===== src/rtl/mtsp_dst_pkg.sv =====
// Shared definitions for the MTSP destination-modifier path.
package mtsp_dst_pkg;

   localparam int unsigned DATA_WIDTH   = 32;
   localparam int unsigned OP_WIDTH     = 4;

   // Destination modifier bit positions.
   localparam int unsigned DSTOP_SELECT = 0;
   localparam int unsigned DSTOP_NEGATE = 1;
   localparam int unsigned DSTOP_ABS    = 2;
   localparam int unsigned DSTOP_SAT    = 3;

   // fp24 field layout; bits above the fp24 word carry a tag.
   localparam int unsigned FP_SIGN      = 23;
   localparam int unsigned FP_EXP_HI    = 22;
   localparam int unsigned FP_EXP_LO    = 16;
   localparam int unsigned FP_MANT_HI   = 15;
   localparam int unsigned FP_MANT_LO   = 0;
   localparam int unsigned FP_EXP_WIDTH = FP_EXP_HI - FP_EXP_LO + 1;
   localparam int unsigned FP_MANT_WIDTH = FP_MANT_HI - FP_MANT_LO + 1;
   localparam int unsigned FP_TAG_LO    = 24;

   // Biased exponent of 1.0.
   localparam logic [FP_EXP_WIDTH-1:0] FP_ONE_EXP = 7'h3F;

   // Occupancy of one pipeline stage.
   typedef enum logic {
      STAGE_EMPTY = 1'b0,
      STAGE_FULL  = 1'b1
   } stage_state_t;

   // Stage-1 payload: the modifier and the raw result.
   typedef struct packed {
      logic [OP_WIDTH-1:0]   op;
      logic [DATA_WIDTH-1:0] data;
   } dst_payload_t;

   // Two's-complement negative modulo 2^32.
   function automatic logic [DATA_WIDTH-1:0] twos_negate(input logic [DATA_WIDTH-1:0] x);
      return DATA_WIDTH'(~x + DATA_WIDTH'(1));
   endfunction

endpackage


===== src/rtl/mtsp_dst_modify1d.sv =====
// Combinational destination modifier: ABS, then NEGATE, then SAT, for integer or fp24.
module mtsp_dst_modify1d
   import mtsp_dst_pkg::*;
(
   input  logic [OP_WIDTH-1:0]   op,
   input  logic [DATA_WIDTH-1:0] data_in,
   output logic [DATA_WIDTH-1:0] data_out
);

   logic [DATA_WIDTH-1:0]    int_abs;
   logic [DATA_WIDTH-1:0]    int_neg;
   logic [DATA_WIDTH-1:0]    int_res;
   logic                     fp_sign;
   logic [FP_EXP_WIDTH-1:0]  fp_exp;
   logic [FP_MANT_WIDTH-1:0] fp_mant;
   logic [DATA_WIDTH-1:0]    fp_res;

   // Integer path: wrap-around abs/negate, then clamp negatives to zero.
   always_comb begin
      int_abs = data_in;
      if (op[DSTOP_ABS] && data_in[DATA_WIDTH-1]) begin
         int_abs = twos_negate(data_in);
      end
      int_neg = int_abs;
      if (op[DSTOP_NEGATE]) begin
         int_neg = twos_negate(int_abs);
      end
      int_res = int_neg;
      if (op[DSTOP_SAT] && int_neg[DATA_WIDTH-1]) begin
         int_res = '0;
      end
   end

   // fp24 path: sign-only abs/negate, then clamp to [0.0, 1.0]; the tag byte passes through.
   always_comb begin
      fp_exp  = data_in[FP_EXP_HI:FP_EXP_LO];
      fp_mant = data_in[FP_MANT_HI:FP_MANT_LO];
      fp_sign = data_in[FP_SIGN];
      if (op[DSTOP_ABS]) begin
         fp_sign = 1'b0;
      end
      if (op[DSTOP_NEGATE]) begin
         fp_sign = ~fp_sign;
      end
      fp_res = {data_in[DATA_WIDTH-1:FP_TAG_LO], fp_sign, fp_exp, fp_mant};
      if (op[DSTOP_SAT]) begin
         if (fp_sign) begin
            fp_res[FP_SIGN:0] = '0;
         end else if (fp_exp >= FP_ONE_EXP) begin
            fp_res[FP_EXP_HI:0] = {FP_ONE_EXP, {FP_MANT_WIDTH{1'b0}}};
         end
      end
   end

   // Result select by operand type.
   always_comb begin
      data_out = fp_res;
      if (op[DSTOP_SELECT]) begin
         data_out = int_res;
      end
   end

endmodule


===== src/rtl/mtsp_dst_operate.sv =====
// Destination-side result modifier with a 2-stage elastic valid/ready pipeline.
module mtsp_dst_operate
   import mtsp_dst_pkg::*;
#(
   parameter int unsigned INDEX_WIDTH = 6
) (
   input  logic                   CLK,
   input  logic                   RST,
   input  logic                   IN_VALID,
   output logic                   IN_READY,
   input  logic [OP_WIDTH-1:0]    IN_OP,
   input  logic [INDEX_WIDTH-1:0] IN_INDEX,
   input  logic [DATA_WIDTH-1:0]  IN_DATA,
   output logic                   OUT_VALID,
   input  logic                   OUT_READY,
   output logic [INDEX_WIDTH-1:0] OUT_INDEX,
   output logic [DATA_WIDTH-1:0]  OUT_DATA,
   output logic                   BUSY
);

   stage_state_t           s1_state;
   stage_state_t           s2_state;
   dst_payload_t           s1_payload;
   logic [INDEX_WIDTH-1:0] s1_index;
   logic [DATA_WIDTH-1:0]  mod_data;
   logic                   s1_adv;
   logic                   accept;

   // Handshake decode: S1 moves on when S2 is empty or draining.
   always_comb begin
      s1_adv   = (s1_state == STAGE_FULL) && ((s2_state == STAGE_EMPTY) || OUT_READY);
      IN_READY = (s1_state == STAGE_EMPTY) || s1_adv;
      accept   = IN_VALID && IN_READY;
   end

   // Per-stage occupancy state machine.
   always_ff @(posedge CLK) begin
      if (RST) begin
         s1_state <= STAGE_EMPTY;
         s2_state <= STAGE_EMPTY;
      end else begin
         case (s1_state)
            STAGE_EMPTY: if (accept) s1_state <= STAGE_FULL;
            STAGE_FULL:  if (s1_adv && !accept) s1_state <= STAGE_EMPTY;
            default:     s1_state <= STAGE_EMPTY;
         endcase
         case (s2_state)
            STAGE_EMPTY: if (s1_adv) s2_state <= STAGE_FULL;
            STAGE_FULL:  if (OUT_READY && !s1_adv) s2_state <= STAGE_EMPTY;
            default:     s2_state <= STAGE_EMPTY;
         endcase
      end
   end

   // Stage-1 capture of the raw result on accept only.
   always_ff @(posedge CLK) begin
      if (RST) begin
         s1_payload <= '0;
         s1_index   <= '0;
      end else if (accept) begin
         s1_payload <= '{op: IN_OP, data: IN_DATA};
         s1_index   <= IN_INDEX;
      end
   end

   mtsp_dst_modify1d u_modify (
      .op       (s1_payload.op),
      .data_in  (s1_payload.data),
      .data_out (mod_data)
   );

   // Stage-2 capture of the modified result on advance only; holds while stalled.
   always_ff @(posedge CLK) begin
      if (RST) begin
         OUT_DATA  <= '0;
         OUT_INDEX <= '0;
      end else if (s1_adv) begin
         OUT_DATA  <= mod_data;
         OUT_INDEX <= s1_index;
      end
   end

   // Status outputs taken straight from the stage state flops.
   always_comb begin
      OUT_VALID = (s2_state == STAGE_FULL);
      BUSY      = (s1_state == STAGE_FULL) || (s2_state == STAGE_FULL);
   end

endmodule


===== config.mk =====
export PLATFORM = sky130hd
export DESIGN_NAME = mtsp_dst_operate
export DESIGN_NICKNAME = d
export VERILOG_FILES = /design/src/rtl/mtsp_dst_pkg.sv /design/src/rtl/mtsp_dst_modify1d.sv /design/src/rtl/mtsp_dst_operate.sv
export SDC_FILE = /design/constraint.sdc
export NUM_CORES = 1
export LEC_CHECK = 0
export CORE_ASPECT_RATIO = 1.25
export CORE_MARGIN = 5
export CORE_UTILIZATION = 54
export DETAILED_ROUTE_END_ITERATION = 16
export GPL_ROUTABILITY_DRIVEN = 0
export HOLD_SLACK_MARGIN = 0.15
export MAX_ROUTING_LAYER = met4
export PLACE_DENSITY = 0.87
export SYNTH_ARGS = -nofsm -noshare
export SYNTH_HDL_FRONTEND = slang
export SYNTH_SLANG_ARGS = --single-unit

===== constraint.sdc =====
create_clock -name CLK -period 5 [get_ports CLK]
set_input_delay 0.5 -clock CLK [delete_from_list [all_inputs] [get_ports CLK]]
set_output_delay 0.5 -clock CLK [all_outputs]
set_load 0.03 [all_outputs]

# Word-level counts from Yosys, hierarchy flattened
# Index checks and enable logic that the tools add are counted.
[classes]
add_sub_neg = 2
magnitude_cmp = 1
mux = 15
bitwise = 5
reduce_logical = 11
[op_table]
columns = ["op", "count"]
rows = [
  ["$mux 32", 4],
  ["$add 32x1->32 const B", 2],
  ["$not 32->32", 2],
  ["$mux 23", 2],
  ["$mux 24", 1],
  ["$ge 7x6->1 const B", 1],
  ["$logic_and 1x1->1", 6],
  ["$mux 1", 6],
  ["$pmux 1 s2", 2],
  ["$logic_or 1x1->1", 3],
  ["$not 1->1", 3],
  ["$logic_not 1->1", 2],
]
[totals]
register_bits = 82
input_bits = 46
output_inout_bits = 41
elab_cells = 41

# Longest topological paths before layout
# Gate-level depths: netlist of the first run.
[logic_depth]
depth_word = 9
mapped_depth = 15
depth_no_buf = 11

# By module
# Synthesis of the first run repeated with hierarchy kept, for this count alone.
[hier_totals]
cells_unflattened = 784
hier_area_um2 = 6012.0
[by_module_without_submodules]
columns = ["mod", "instances", "cells_per_inst", "area_per_inst_um2", "seq_area_each_um2"]
rows = [
  ["mtsp_dst_operate", 1, 366, 3394.5, 1641.6],
  ["mtsp_dst_modify1d", 1, 418, 2617.5, 0.0],
]

# Worst setup path before layout of the first run
# OpenSTA, ideal clock, no wires.
[synth_timing]
path_kind = "register to register"
startpoint = "register s1_payload[0] (netlist name)"
endpoint = "register OUT_DATA[24]"
setup_ps = 132
t_arrival_ps = 3775
t_required_ps = 4868
path_slack_ps = 1093
path_stages_with_launch = 16
path_buffers = 4
synth_period_minus_slack_ps = 3907
cell_sequence = "dfxtp_1 -> clkbuf_1 -> inv_1 -> ha_1 -> or3b_2 -> clkbuf_1 -> mux2i_1 -> nor4b_1 -> o21ai_1 -> or3_1 -> buf_6 -> or3_4 -> or4_4 -> nand4_4 -> buf_12 -> o22ai_2"
[synth_between]
elab_chain_len = 9
[synth_rtl]
columns = ["element", "line_no", "source"]
rows = [
  ["start: declaration", "mtsp_dst_operate.sv:23", "dst_payload_t s1_payload;"],
  ["start signal: assignment", "mtsp_dst_operate.sv:61", "s1_payload <= '{op: IN_OP, data: IN_DATA};"],
  ["$not 32->32", "mtsp_dst_pkg.sv:40", "return DATA_WIDTH'(~x + DATA_WIDTH'(1));"],
  ["$add 32x1->32", "mtsp_dst_pkg.sv:40", ""],
  ["$mux 32 (*)", "mtsp_dst_modify1d.sv:21", "if (op[DSTOP_ABS] && data_in[DATA_WIDTH-1]) begin"],
  ["$not 32->32", "mtsp_dst_pkg.sv:40", ""],
  ["$add 32x1->32", "mtsp_dst_pkg.sv:40", ""],
  ["$mux 32 (*)", "mtsp_dst_modify1d.sv:25", "if (op[DSTOP_NEGATE]) begin"],
  ["$logic_and 1x1->1", "mtsp_dst_modify1d.sv:29", "if (op[DSTOP_SAT] && int_neg[DATA_WIDTH-1]) begin"],
  ["$mux 32 (*)", "mtsp_dst_modify1d.sv:29", ""],
  ["$mux 32 (*)", "mtsp_dst_modify1d.sv:58", "if (op[DSTOP_SELECT]) begin"],
  ["end signal: assignment", "mtsp_dst_operate.sv:78", "OUT_DATA <= mod_data;"],
  ["end: declaration", "mtsp_dst_operate.sv:17", "output logic [DATA_WIDTH-1:0] OUT_DATA,"],
]
# Every way passes the cells marked *; elsewhere a longest branch is shown, timed or not.
# A chain may end at the register's enable or synchronous reset.

# Worst setup path in the final report of the first run
[layout_timing]
startpoint = "register s1_payload[0] (netlist name)"
endpoint = "register OUT_DATA[6]"
# Same word-level chain as after synthesis.

==> impl_results.md, run 1 <==
- DP HPWL: 10600 um
- CP Data Arrival Time: ~4.7 ns
- Commonest non-fill, non-tap cell in the layout: nand2_1
- Max-slew headroom: 2.64%
- Clk_skew: 0.00603 ns
- # clock sinks: 82
- Rows: 40
- Max Clock Freq: around 220 MHz
- Setup tns final: 0 ns
- Post-synth EDFFs: 0
- Worst r2r path cells: 11
- Hold-fix buffers at CTS: 0
- Syn-to-layout area delta: 20.6%
- FFs w/ async S/R, synth: 0%
- DR iter-0 viols: between 800 and 900
- Status: finished clean
- Worst vdd ir: 0.000201 V
- Initial Utilization: 54.6%
- DRT Pass-1 Iters: 6
- RSZ-0062 raised after global routing: false
- DR vias/cell: 6.22
- Ant diodes: 0
- Die H: ~120 um
- Wirelength per Cell: 16.8 um
- Worst hold slack: roughly 0.45 ns
- Total track usage: 24.9%
- Leak pwr: 2.15 nW
- Mapped cell area: around 5200 um^2
- Syn_nets: 746
- Vias in the first global route: 4980
- Drt drc: 0
- DP Cell Count: roughly 850
- Hold Path Origin: s1_index[0]
- Slowest CP cell: or3b_2
- Crit path time final: about 4.4 ns
- Cts bufs inserted: 9
- Antenna viol nets, final: 0
- Post-synthesis sequential area ratio: 31.4%
- Worst-Skew Late Latency: 0.34 ns
- Hold Path Cell Cnt: 2
- Io pins: 87
- Final setup vio count: 0
- DP Area: 6000 um^2
- Max Slew Vio Count: 0
- Crit. End Element: register
- Core Area: 9560 um^2
- FF-to-FF Start: s1_payload[0]
- First-pass GRT wire length: about 24000 um
- Vias: 5410
- Share of layout cells above drive strength 1: slightly above 7%
- Max Cap Violations: 0
- Cells along the critical path: inv_1 > ha_1 > or3b_2 > mux2i_1 > nor4b_1 > o21ai_1 > or3_1 > or3_4 > o31ai_4 > nand4_4 > o21ai_0
- Pwr dens: 285 nW/um^2
- Top delay family on crit path: simple AND/OR/NAND/NOR gates
- Clock H-tree levels: 3
- Port Buf Inserts: 86
- CP Launch Type: register
- CP max FO: 15
- Gate Count Post-Synth: 698
- R2R Path End: OUT_DATA[6]
- DRT Wirelength: 14600 um
- Final std cells w/o fill: just under 900
- Die area: about 12000 um^2
- Die X: 97.9 um
- Fin nets: 787
- Congestion Overflow GR: 0
- Syn avg cell area: 7.48 um^2
- R2R setup slack: 0.56 ns
- Max clock buf depth: 2
- Synth warn: 0
- Worst slew pin tran: ~1.4 ns
- Commonest cells after routing, fill and taps aside: nand2_1 (129), clkdlybuf4s50_1 (85), dfxtp_1 (82)
- Clock slew at reported path FFs: 0.06 ns
- Seq cells post-synth: 82
- Tightest Hold Check Type: reg2reg
- Max incr delay on CP: 0.57 ns
- WP buf/inv: 1
- Post-CTS sizing: 0
- Largest net degree at the start of global routing: 62
- Top_reg_cell synth: dfxtp_1
- Final Hold Fails: 0
- Crit path kind: reg2reg
- Hold endpoint: OUT_INDEX[0]
- CP Depth: 11
- Fill count: roughly 810
- Postcts setup bufs: 0
- Initial antenna violation count: 0
- Fin crit share: between 80% and 90%
- Synth unique cells: 63
- Post-Layout Inst Area: between 6000 and 7000 um^2
- Root Buffer: clkbuf_16
- Worst Path Required: 5.24 ns
- Final core utilization: 65.9%
- CTS tree: yes
==> synthesized netlist by cell type (all sizes together), types with 5 or more instances <==
| master | count | area, um^2 |
|---|---|---|
| a31oi | 11 | 68.8 |
| or3 | 12 | 80.1 |
| nand3 | 15 | 75.1 |
| o21ai | 51 | 282 |
| or4 | 7 | 60.1 |
| or2 | 7 | 43.8 |
| nor3 | 14 | 70.1 |
| inv | 10 | 37.5 |
| xor2 | 18 | 165 |
| a21oi | 75 | 375 |
| clkbuf | 47 | 176 |
| nor2 | 27 | 101 |
| nand4 | 20 | 140 |
| nand2 | 129 | 484 |
| buf | 17 | 120 |
| and2 | 6 | 37.5 |
| nor4 | 15 | 100 |
| xnor2 | 37 | 324 |
| o31ai | 22 | 179 |
| a211oi | 5 | 37.5 |
| dfxtp | 82 | 1640 |
| o41ai | 8 | 104 |
| a22oi | 13 | 97.6 |
| nand2b | 6 | 37.5 |
==> worst min-delay path, stage by stage, from the launching register on <==
cell and delay, ns:
dfxtp_1 0.31, nand2_1 0.05, a21oi_1 0.05
==> through the flow <==
| stage | total power (W) | worst slack, ns |
|---|---|---|
| after global routing | 0.00186 | 0.273 |
| after CTS | 0.00179 | 0.625 |
| after floorplan | 0.00102 | 1.09 |
| final | 0.00179 | 0.555 |
| after global placement | 0.00113 | 0.907 |
| after detailed placement | 0.00114 | 0.673 |
==> cell families (layout without fill, tap and decap cells) <==
| group | after synthesis | in the layout | synth area share (%) |
|---|---|---|---|
| AND/OR/NAND/NOR | 278 | 278 | 26.6 |
| flip-flops | 82 | 82 | 31.4 |
| adder cells (fa/ha/maj) | 2 | 2 | 0.479 |
| buffers and inverters | 74 | 120 | 6.40 |
| XOR/XNOR | 55 | 55 | 9.37 |
| multiplexers | 3 | 3 | 0.599 |
| AO/OA/AOI/OAI | 204 | 204 | 25.1 |
==> worst max-delay path by stage <==
stage,from,end
floorplan,s1_payload[0],OUT_DATA[24]
global placement,s1_payload[0],OUT_DATA[0]
detailed placement,s1_payload[0],OUT_DATA[15]
CTS,s1_payload[0],OUT_DATA[15]
global route,s1_payload[0],OUT_DATA[6]
finish,s1_payload[0],OUT_DATA[6]
==> state kept, by name, indices dropped and copies added (netlist names) <==
register / cells
s1_index: 6
s1_payload: 36
OUT_VALID: 1
OUT_DATA: 32
s1_state: 1
OUT_INDEX: 6
==> layer usage <==
layer	wire length, um	global-route usage, %
met3	1230	4.19
met5	0	-
met2	6810	38.7
met4	520	11.3
met1	6020	31.6
==> final cells by class <==
cell class              instances  area [um^2]  share of cell area, %
inverters                      10         37.5                  0.596
clock buffers                  12          246                   3.91
repair buffers                 94          916                   14.5
multi-input cells             542         3250                   51.6
well taps                     126          158                   2.50
flip-flops and latches         82         1640                   26.1
clock inverters                 4         51.3                  0.815
==> where the power goes <==
part / total [W] / switching [W] / leakage (nW) / internal [W]
registers: 0.000739 / 0.0000515 / 0.672 / 0.000687
clock network: 0.000658 / 0.000258 / 0.143 / 0.000401
logic: 0.000397 / 0.000235 / 1.34 / 0.000161
total: 0.00179 / 0.000544 / 2.15 / 0.00125
Note: power is estimated with default switching activity, not from simulation.
==> inputs of run 2 (changes only) <==
==> constraint.sdc (replaced) <==
create_clock -name CLK -period 5 [get_ports CLK]
set_input_delay 1 -clock CLK [delete_from_list [all_inputs] [get_ports CLK]]
set_output_delay 1 -clock CLK [all_outputs]
set_load 0.03 [all_outputs]
==> run 2 against run 1 <==
Effect of this change: routed wire length up 1.4%; critical path type unchanged; combinational power about the same; fmax grew 0.85%; sequential power about the same; cell area increased by 0.18%; largest power group unchanged; utilization is 0.12 points higher.
==> impl_results.md, run 2 (synthesized netlist as in run 1, its figures left out) <==
- Initial Utilization: 54.6%
- Syn-to-layout area delta: 20.9%
- Crit path kind: reg2reg
- Final setup margin: 0.593 ns
- Fin nets: 788
- DP Cell Count: between 800 and 900
- Die X: between 90 and 100 um
- DP HPWL: roughly 11000 um
- Worst vdd ir: between 0.0002 and 0.00025 V
- Postcts setup bufs: 0
- CP Data Arrival Time: around 4.7 ns
- Max Slew Vio Count: 0
- Largest net degree at the start of global routing: just over 50
- Slowest CP cell: or3b_2
- Fin crit share: 88.1%
- Final std cells w/o fill: 871
- Core Area: 9560 um^2
- Die H: 120 um
- Worst hold slack: 0.454 ns
- Dpl ws: 0.680 ns
- CP max FO: 15
- Io pins: 87
- Max Clock Freq: between 200 and 250 MHz
- Max Cap Violations: 0
- Rows: 40
- Max clock buf depth: 2
- Worst slew pin tran: 0.992 ns
- RSZ-0062 raised after global routing: false
- Clk_skew: a little over 0.007 ns
- Top delay family on crit path: simple AND/OR/NAND/NOR gates
- DR vias/cell: a little over 6
- Max incr delay on CP: 0.57 ns
- Setup tns final: 0 ns
- Overall power: 0.00180 W
- Final setup vio count: 0
- Fill count: between 700 and 800
- Port Buf Inserts: between 80 and 90
- DRT Pass-1 Iters: 6
- Vias in the first global route: approximately 5000
- Cells along the critical path: inv_1 > ha_1 > or3b_2 > mux2i_1 > nor4b_1 > o21ai_1 > or3_1 > or3_4 > o31ai_4 > nand4_4 > o21ai_0
- # clock sinks: 82
- Congestion Overflow GR: 0
- Status: finished clean
- Antenna viol nets, final: 0
- Crit path time final: 4.41 ns
- Crit. End Element: register
- Max-slew headroom: 33.7%
- Leak pwr: 2.16 nW
- Commonest cells after routing, fill and taps aside: nand2_1 (129), clkdlybuf4s50_1 (85), dfxtp_1 (82)
- Vias: 5407
- WP buf/inv: 1
- CP Launch Type: register
- Tightest Hold Check Type: reg2reg
- Post-CTS sizing: 0
- DRT Wirelength: between 10000 and 15000 um
- DR iter-0 viols: slightly below 600
- Share of layout cells above drive strength 1: 7.52%
- CTS tree: yes
- Root Buffer: clkbuf_16
- Worst-Skew Late Latency: 0.34 ns
- Ant diodes: 0
- Clock slew at reported path FFs: 0.06 ns
- Top flop regs: s1_payload (36), OUT_DATA (32)
- Max reg flops: 36
- Die area: 11700 um^2
- First-pass GRT wire length: 24700 um
- Total track usage: 25.8%
- Clock H-tree levels: 3
- Wirelength per Cell: 17.0 um
- Reg area: 1640 um^2
- Commonest non-fill, non-tap cell in the layout: nand2_1
- Initial antenna violation count: 0
- Cts bufs inserted: 9
- Pwr dens: 285 nW/um^2
- Top reg by flops: s1_payload
- Multi-input logic area: 3250 um^2
- Final Hold Fails: 0
- Drt drc: 0
- Hold-fix buffers at CTS: 0
- Worst Path Required: 5.26 ns
-- run 2: changes by cell type in the layout (fill, tap and decap cells not counted), sizes merged --
| cell | before | now |
|---|---|---|
| clkbuf | 12 | 10 |
| buf | 9 | 10 |
| clkinv | 2 | 4 |
| clkinvlp | 1 | 0 |
| inv | 10 | 11 |
-- run 2: final cells by class --
cell class,instances,area share [%]
Clock buffer,10,3.63
Clock inverter,6,1.05
Inverter,10,0.595
Multi-Input combinational cell,542,51.6
Sequential cell,82,26.0
Tap cell,126,2.50
Timing Repair Buffer,95,14.6
-- run 2: per-layer routing --
| metal | share of wire, % | GRT usage, % | vias up |
|---|---|---|---|
| li1 | - | - | 2589 |
| met1 | 42 | 32.3 | 2476 |
| met2 | 48 | 40.5 | 292 |
| met3 | 8.1 | 5.64 | 50 |
| met4 | 2.8 | 10.3 | 0 |
| met5 | 0 | - | - |
-- run 2: worst paths after layout --
path	start	slack [ns]	to	cells after the start
max	s1_payload[0]	0.59	OUT_DATA[6]	11
min	s1_index[0]	0.45	OUT_INDEX[0]	2
max reg2reg	s1_payload[0]	0.59	OUT_DATA[6]	11
min reg2reg	s1_index[0]	0.45	OUT_INDEX[0]	2
-- run 2: power by group --
part	total (W)	internal (W)	switching, W
Sequential	0.000739	0.000687	0.0000520
Clock	0.000658	0.000388	0.000270
Combinational	0.000399	0.000162	0.000237
-- run 2: worst reg2reg max path: stages, from the launching register on --
cell and delay, ns:
dfxtp_1 0.39, inv_1 0.12, ha_1 0.23, or3b_2 0.57, mux2i_1 0.19, nor4b_1 0.36, o21ai_1 0.21, or3_1 0.53
or3_4 0.47, o31ai_4 0.55, nand4_4 0.42, o21ai_0 0.28
-- run 2: stage by stage --
step | util [%] | cell area [um^2]
finish | 66.0 | 6310
global route | 66.0 | 6310
CTS | 65.9 | 6300
detailed placement | 62.8 | 6010
global placement | 62.8 | 6010
floorplan | - | 5220
